**config.mk**
```make
export PLATFORM = sky130hd
export DESIGN_NAME = keypad_hex_entry_flat
export DESIGN_NICKNAME = d
export VERILOG_FILES = /design/src/rtl/keypad_hex_entry_if.sv /design/src/rtl/keypad_hex_entry.sv /design/src/flat_wrapper.sv
export SDC_FILE = /design/constraint.sdc
export NUM_CORES = 1
export LEC_CHECK = 0
export CORE_MARGIN = 1.5
export CORE_UTILIZATION = 55
export DETAILED_ROUTE_END_ITERATION = 12
export GPL_TIMING_DRIVEN = 0
export PLACE_DENSITY = 0.85
export SLEW_MARGIN = 40
export SYNTH_ARGS = -nofsm -noshare
export SYNTH_HDL_FRONTEND = slang
export SYNTH_SLANG_ARGS = --single-unit
```
**constraint.sdc**
```tcl
create_clock -name clk -period 5.7 [get_ports clk]
set_clock_uncertainty 0.1 [all_clocks]
set_input_delay 1.71 -clock clk [delete_from_list [all_inputs] [get_ports clk]]
set_output_delay 1.71 -clock clk [all_outputs]
set_load 0.05 [all_outputs]
```
**src/rtl/keypad_hex_entry_if.sv**
```systemverilog
`default_nettype none
// ============================================================================
//  Module      : keypad_hex_entry_if
//  Description : Bundle of keypad/entry signals shared between the keypad
//                scanner and its environment.
//                  col       keypad column lines, active-low (env -> scanner)
//                  clr       synchronous clear of the entry register
//                  row       keypad row drive, one-hot-low (scanner -> env)
//                  key_valid one-cycle pulse on an accepted press
//                  key_code  hex code of the last accepted key
//                  value     32-bit hex entry register, newest digit in [3:0]
//  Revision    : 1.0 - initial release
// ============================================================================
interface keypad_hex_entry_if;
  logic [3:0]  col;
  logic        clr;
  logic [3:0]  row;
  logic        key_valid;
  logic [3:0]  key_code;
  logic [31:0] value;

  // Environment side (keypad and control).
  modport master (
    output col,
    output clr,
    input  row,
    input  key_valid,
    input  key_code,
    input  value
  );

  // Scanner side.
  modport slave (
    input  col,
    input  clr,
    output row,
    output key_valid,
    output key_code,
    output value
  );
endinterface
`default_nettype wire

```
**src/rtl/keypad_hex_entry.sv**
```systemverilog
`default_nettype none
// ============================================================================
//  Module      : keypad_hex_entry
//  Description : Scans a 4x4 active-low matrix keypad one row at a time,
//                debounces press and release, decodes the key to a hex code
//                and shifts each code into a 32-bit entry register.
//  Ports       : clk  - system clock
//                rst  - asynchronous active-high reset
//                bus  - keypad_hex_entry_if.slave (col, clr, row, key_valid,
//                       key_code, value)
//  Revision    : 1.0 - initial release
// ============================================================================
module keypad_hex_entry #(
  parameter int SCAN_DIV     = 50000,  // cycles per row, >= 4
  parameter int DEBOUNCE_CNT = 500000  // stable cycles for press/release, >= 2
) (
  input  wire logic           clk,
  input  wire logic           rst,
  keypad_hex_entry_if.slave   bus
);

  localparam int C_DIV_W = (SCAN_DIV > 1) ? $clog2(SCAN_DIV) : 1;
  localparam int C_DEB_W = (DEBOUNCE_CNT > 1) ? $clog2(DEBOUNCE_CNT) : 1;
  localparam logic [C_DIV_W-1:0] C_DIV_LAST = C_DIV_W'(SCAN_DIV - 1);
  localparam logic [C_DEB_W-1:0] C_DEB_LAST = C_DEB_W'(DEBOUNCE_CNT - 1);

  typedef enum logic [1:0] {
    SCAN     = 2'd0,
    DEBOUNCE = 2'd1,
    PRESSED  = 2'd2,
    RELEASE  = 2'd3
  } state_t;

  state_t             state_q, state_d;
  logic [3:0]         col_meta_q, col_s_q;
  logic [C_DIV_W-1:0] div_q, div_d;
  logic [C_DEB_W-1:0] cnt_q, cnt_d;
  logic [3:0]         row_q, row_d;
  logic [3:0]         lat_col_q, lat_col_d;
  logic [1:0]         lat_row_q, lat_row_d;
  logic [3:0]         key_code_q, key_code_d;
  logic [31:0]        value_q, value_d;

  logic [3:0]         w_col_n;
  logic               w_one_low;
  logic [1:0]         w_row_idx;
  logic [1:0]         w_col_idx;
  logic [3:0]         w_code;
  logic [3:0]         w_row_next;

  // Key map indexed by {row index, column index}.
  function automatic logic [3:0] decode(input logic [1:0] r, input logic [1:0] c);
    logic [3:0] code;
    case ({r, c})
      4'h0: code = 4'h1;  4'h1: code = 4'h2;  4'h2: code = 4'h3;  4'h3: code = 4'hA;
      4'h4: code = 4'h4;  4'h5: code = 4'h5;  4'h6: code = 4'h6;  4'h7: code = 4'hB;
      4'h8: code = 4'h7;  4'h9: code = 4'h8;  4'hA: code = 4'h9;  4'hB: code = 4'hC;
      4'hC: code = 4'hE;  4'hD: code = 4'h0;  4'hE: code = 4'hF;  default: code = 4'hD;
    endcase
    return code;
  endfunction

  // Exactly one column low: the inverted pattern is a nonzero power of two.
  assign w_col_n    = ~col_s_q;
  assign w_one_low  = (w_col_n != 4'd0) && ((w_col_n & (w_col_n - 4'd1)) == 4'd0);
  assign w_row_next = {row_q[2:0], row_q[3]};

  always_comb begin
    w_row_idx = 2'd0;
    case (row_q)
      4'b1101: w_row_idx = 2'd1;
      4'b1011: w_row_idx = 2'd2;
      4'b0111: w_row_idx = 2'd3;
      default: w_row_idx = 2'd0;
    endcase
  end

  always_comb begin
    w_col_idx = 2'd0;
    case (lat_col_q)
      4'b1101: w_col_idx = 2'd1;
      4'b1011: w_col_idx = 2'd2;
      4'b0111: w_col_idx = 2'd3;
      default: w_col_idx = 2'd0;
    endcase
  end

  assign w_code = decode(lat_row_q, w_col_idx);

  // Two-flop synchronizer; idles high like the pulled-up column lines.
  always_ff @(posedge clk or posedge rst) begin
    if (rst) begin
      col_meta_q <= 4'b1111;
      col_s_q    <= 4'b1111;
    end else begin
      col_meta_q <= bus.col;
      col_s_q    <= col_meta_q;
    end
  end

  always_ff @(posedge clk or posedge rst) begin
    if (rst) begin
      state_q    <= SCAN;
      div_q      <= '0;
      cnt_q      <= '0;
      row_q      <= 4'b1110;
      lat_col_q  <= 4'b1111;
      lat_row_q  <= 2'd0;
      key_code_q <= 4'd0;
      value_q    <= 32'd0;
    end else begin
      state_q    <= state_d;
      div_q      <= div_d;
      cnt_q      <= cnt_d;
      row_q      <= row_d;
      lat_col_q  <= lat_col_d;
      lat_row_q  <= lat_row_d;
      key_code_q <= key_code_d;
      value_q    <= value_d;
    end
  end

  always_comb begin
    state_d    = state_q;
    div_d      = div_q;
    cnt_d      = cnt_q;
    row_d      = row_q;
    lat_col_d  = lat_col_q;
    lat_row_d  = lat_row_q;
    key_code_d = key_code_q;
    value_d    = value_q;

    case (state_q)
      SCAN: begin
        if (div_q == C_DIV_LAST) begin
          div_d = '0;
          if (w_one_low) begin
            // Freeze the row and watch this exact pattern.
            lat_col_d = col_s_q;
            lat_row_d = w_row_idx;
            cnt_d     = '0;
            state_d   = DEBOUNCE;
          end else begin
            // Idle or ambiguous multi-key pattern: keep scanning.
            row_d = w_row_next;
          end
        end else begin
          div_d = div_q + 1'b1;
        end
      end
      DEBOUNCE: begin
        if (col_s_q == lat_col_q) begin
          if (cnt_q == C_DEB_LAST) begin
            // Code is registered on entry so it is visible during the pulse.
            key_code_d = w_code;
            state_d    = PRESSED;
          end else begin
            cnt_d = cnt_q + 1'b1;
          end
        end else begin
          div_d   = '0;
          state_d = SCAN;
        end
      end
      PRESSED: begin
        value_d = {value_q[27:0], key_code_q};
        cnt_d   = '0;
        state_d = RELEASE;
      end
      default: begin // RELEASE
        if (col_s_q == 4'b1111) begin
          if (cnt_q == C_DEB_LAST) begin
            row_d   = w_row_next;
            div_d   = '0;
            state_d = SCAN;
          end else begin
            cnt_d = cnt_q + 1'b1;
          end
        end else begin
          cnt_d = '0;
        end
      end
    endcase

    // Clear has priority over a shift in the same cycle.
    if (bus.clr) begin
      value_d = 32'd0;
    end
  end

  assign bus.row       = row_q;
  assign bus.key_valid = (state_q == PRESSED);
  assign bus.key_code  = key_code_q;
  assign bus.value     = value_q;

endmodule
`default_nettype wire
```
**src/flat_wrapper.sv**
```systemverilog
// flat-port wrapper written by rule: the top's interface ports become plain ports
module keypad_hex_entry_flat 
#(
  parameter int SCAN_DIV     = 50000,                         
  parameter int DEBOUNCE_CNT = 500000                                          
)
  (clk, rst, bus_col, bus_clr, bus_row, bus_key_valid, bus_key_code, bus_value);
  keypad_hex_entry_if bus_i ();
  input  wire logic clk;
  input  wire logic rst;
  input wire logic [$bits(bus_i.col)-1:0] bus_col;
  input wire logic [$bits(bus_i.clr)-1:0] bus_clr;
  output wire logic [$bits(bus_i.row)-1:0] bus_row;
  output wire logic [$bits(bus_i.key_valid)-1:0] bus_key_valid;
  output wire logic [$bits(bus_i.key_code)-1:0] bus_key_code;
  output wire logic [$bits(bus_i.value)-1:0] bus_value;
  assign bus_i.col = bus_col;
  assign bus_i.clr = bus_clr;
  assign bus_row = bus_i.row;
  assign bus_key_valid = bus_i.key_valid;
  assign bus_key_code = bus_i.key_code;
  assign bus_value = bus_i.value;
  keypad_hex_entry #(.SCAN_DIV(SCAN_DIV), .DEBOUNCE_CNT(DEBOUNCE_CNT)) u_core (.clk(clk), .rst(rst), .bus(bus_i));
endmodule
```
# Word-level counts from Yosys, hierarchy flattened
# Memories as Yosys holds them, arrays and structs flattened. A register that Yosys moved wholly into a read port is not among the register bits.
# Index checks and enable logic that the tools add are counted.
# word_totals
regBits	87
romBits	64
input_bits	7
out_inout_bits	41
wordCells	80
mem_count	1
# mem_list
name	words	width	read_ports	rd_ports_with_merged_regs	wr	line_no	text
(no name shown)	16	4	1	1	0	keypad_hex_entry.sv:54	case ({r, c})
# op_classes
addsub	3
eq_ne	18
muxes	27
bitwise	4
n_reduce_logical	18
# op_table
op	count
$mux 19	5
$mux 16	4
$mux 32	2
$pmux 19 s3	1
$pmux 16 s3	1
$eq 4x4->1 const B	5
$add 19x1->19 const B	1
$eq 19x19->1 const B	1
$pmux 2 s3	3
$add 16x1->16 const B	1
$eq 16x16->1 const B	1
$mux 4	4
$mux 2	6
$reduce_bool 4->1	3
$reduce_and 5->1	2
$reduce_and 3->1	3
$eq 4x3->1 const B	2
$pmux 4 s2	1
$ne 2x1->1 const B	3
$reduce_bool 2->1	3
$reduce_bool 3->1	2
$and 4x4->4	1
$eq 4x4->1	1
$logic_not 4->1	1
11 further kinds	13

# Longest topological paths before layout
# logic_depth
word_depth	8
ltp_mapped	8
ltp_nobuf	8

# Worst setup path before layout
# OpenSTA, ideal clock, no wires.
# synth_timing
kind	flip-flop to output port
from	reg u_core.state_q[0]
to	out bus_key_valid
t_arrival_ns	0.954
required_time_ns	3.890
setup_slack_ns	2.936
stages_incl_launch_ff	3
path_buffers	0
path_cell_list	dfrtp_1 inv_1 ha_1
# synth_between
elab_chain_len	1
# synth_rtl
item	line_no	text
start: declaration	keypad_hex_entry.sv:34	state_t state_q, state_d;
start signal: assignment	keypad_hex_entry.sv:112	state_q <= state_d;
$eq 2x2->1	keypad_hex_entry.sv:192	assign bus.key_valid = (state_q == PRESSED);
end: declaration	flat_wrapper.sv:14	output wire logic [$bits(bus_i.key_valid)-1:0] bus_key_valid;
# Every way passes these cells.

# Worst setup path after layout
# Same ends and word-level chain as after synthesis.

==> reports/metrics.cfg <==
[cts]
clockRootBuffer = clkbuf_8
cts_tree = done
insertion_delay_ns = 0.36
clockBufferDepth = 2
clock-sinks = 91
clk_pin_slew_worst_paths_ns = 0.10
cts.repair.resized = 0
ctsHoldBuffers = 0
cts.htree.levels = 3
numCtsBuffers = 9
cts_setup_buffers = 0

[sta]
max_freq_mhz = 266
rsz0062_at_grt = no
tightest_slew_ns = 0.689
slew-limit-headroom_pct = 53.7
final-setup-viol-count = 0
fin_crit_ns = 3.76
maxSlewViolCount = 0
setup-tns-final_ns = 0
hold_viol_final = 0
min_period_over_period_pct = 66.0
fin_ws_ns = 1.94

[final_layout]
utilization_pct = 67.6
layout-drive-gt1-share_pct = 14.8
diodes = 0
layout.nets = 526
syn2layout_area_growth_pct = 17.8

[worst_setup_path]
cp.required_ns = 3.89
start_kind = flip-flop
worstSetupEndpointType = output port
slowest_stage = clkdlybuf4s50_1
worstPathCellList = inv_1, ha_1, clkdlybuf4s50_1
reg2reg_slack_ns = 2.67
path_max_fanout = 4
worst_ep_arrival_time_ns = 1.95
crit_type = flip-flop to output port
cpPeakStageDelay_ns = 0.83

[die]
fp.dieW_um = 96.1
coreArea_um2 = 8300
die_area_um2 = 9240
pin_count = 48
rows = 33
start_util_pct = 57.4
fp.dieH_um = 96.1

[power_and_ir_drop]
leakage_nw = 2.26
p_total_w = 0.00113
power_density_nw_per_um2 = 201
peakVddDrop_mv = 0.137

[global_routing]
grt_pass1_vias = 3524
grt-ovfl-total = 0
grt_max_degree = 50
grt_usage_pct = 23.8
antenna_found_initial = 0
grt_first_pass_wirelength_um = 17000

[route]
dr.pass1.iters = 5
wire_per_inst_um = 16.7
wl_um = 10300
ant_nets = 0
viasPerCell = 6.12
vias = 3785
drc = 0
dr.first_iter.drc_count = 232

[hold_path]
worstHoldPathType = flip-flop to flip-flop

[placement]
port_buffers = 47
gp_congestion = 0.866
preCtsSetupSlack_ns = 2.34
place_hpwl_um = 7260

[synthesis]
syn_inst = 449
ys_types = 57
yosysWarnings = 0
syn-num-nets = 467
synth_area_per_cell_um2 = 10.6
synth_area_um2 = 4770
ys.flop_type = dfrtp_1
ys_ff_latch = 91
ys_seq_area_share_pct = 48.2
synth_edf_count = 0
async_flop_share_pct = 100

[status]
status = completed

[run]
cap_violations = 0

[critical path: cells and delay by family (launching register included)]
family | cells | cell delay [ns]
adder cells (fa/ha/maj) | 1 | 0.23
buffers and inverters | 2 | 0.96
flip-flops | 1 | 0.41
[power breakdown]
| group | internal [W] | leakage (nW) | switching (W) | total (W) |
|---|---|---|---|---|
| clock | 0.000207 | 0.0935 | 0.000239 | 0.000446 |
| combinational | 0.00000880 | 0.964 | 0.0000208 | 0.0000296 |
| sequential | 0.000651 | 1.20 | 0.00000186 | 0.000652 |
[layout make-up]
type | instances | area [um^2]
clock inverter | 6 | 71.3
inverter | 12 | 50.0
timing repair buffer | 48 | 498
buffer | 28 | 123
clock buffer | 10 | 128
multi-input combinational | 318 | 2320
tap | 105 | 131
sequential | 91 | 2300
fill | 611 | 2690
[layer usage]
layer	vias up	wire, um	global-route usage (%)
met5	-	0	0
met4	0	138	8.58
met1	1884	4720	32.5
met2	97	5000	39.0
met3	16	445	2.69
li1	1788	-	-
[registers in the layout (all words and copies together), names as in the netlist, 4 cells and up]
name,count
u_core.bus.value,32
u_core.div_q,16
u_core.lat_col_q,4
u_core.bus.key_code,4
u_core.col_meta_q,4
u_core.bus.row,4
u_core.col_s_q,4
u_core.cnt_q,19
[through the flow]
stage / hold slack [ns] / cells / instance area, um^2
final: 0.254 / 618 / 5610
after global placement: 0.246 / 601 / 5370
after detailed placement: 0.247 / 602 / 5410
after floorplan: 0.245 / 449 / 4770
after global routing: 0.258 / 618 / 5610
after CTS: 0.260 / 618 / 5610
[cells by family after synthesis]
group	share of synthesized area, %
AO/OA/AOI/OAI	14.6
buffers and inverters	3.52
adder cells (fa/ha/maj)	2.89
AND/OR/NAND/NOR	17.9
flip-flops	48.2
XOR/XNOR	1.65
multiplexers	11.3
[cell usage in the layout (no fill, tap or decap), types with 4 or more instances in the layout]
cell type / count
dfrtp_1: 76
clkdlybuf4s50_1: 47
nor2_1: 46
mux2i_1: 38
o31ai_1: 34
nand2_1: 26
clkbuf_1: 22
dfstp_2: 15
o21ai_0: 14
nand3_1: 13
mux2_2: 12
inv_1: 11
ha_1: 11
a21oi_1: 9
clkbuf_8: 9
or4_4: 8
xor2_1: 8
nand4_1: 8
a21oi_2: 8
and3_1: 7
or4_1: 7
buf_2: 5
nor3_1: 5
and4_1: 4
a41oi_1: 4
[synth_stat cells (all sizes together), types with 2 or more instances]
master	number	area share [%]
nand2b	2	0.26
nand4	8	1.0
mux2i	38	8.0
clkbuf	21	1.7
nor4bb	2	0.42
a31oi	2	0.26
and4	4	0.73
or3b	2	0.37
o22ai	2	0.26
buf	7	0.92
a211o	2	0.37
dfstp	15	8.3
nor2	46	3.6
o21ai	14	1.5
nand4b	3	0.55
a41oi	4	0.73
or2	3	0.39
nand2	26	2.0
o21bai	2	0.31
a211oi	3	0.47
o211a	2	0.42
and3	7	0.92
inv	12	0.94
nor4	2	0.39
or4	15	3.0
ha	11	2.9
nand4bb	2	0.47
dfrtp	76	40
o31ai	34	5.4
nor2b	3	0.39
o41ai	4	0.73
nor3	5	0.52
mux2	12	2.8
nand3	13	1.4
and2	3	0.39
a21oi	17	2.4
or3	3	0.39
xor2	8	1.5
[final timing paths]
kind	cells past startpoint	to	startpoint
worst max register to register	8	u_core.div_q[5]$_DFFE_PP0P_	u_core.col_s_q[2]$_DFF_PP1_
min in group asynchronous	2	u_core.bus.key_code[1]$_DFFE_PP0P_	rst
max in group asynchronous	3	u_core.col_s_q[3]$_DFF_PP1_	rst
worst max-delay path	3	bus_key_valid	u_core.state_q[0]$_DFFE_PP0P_
worst min-delay path	0	u_core.col_s_q[1]$_DFF_PP1_	u_core.col_meta_q[1]$_DFF_PP1_
worst min register to register	0	u_core.col_s_q[1]$_DFF_PP1_	u_core.col_meta_q[1]$_DFF_PP1_
No activity file was read; power rests on OpenSTA's default activity.
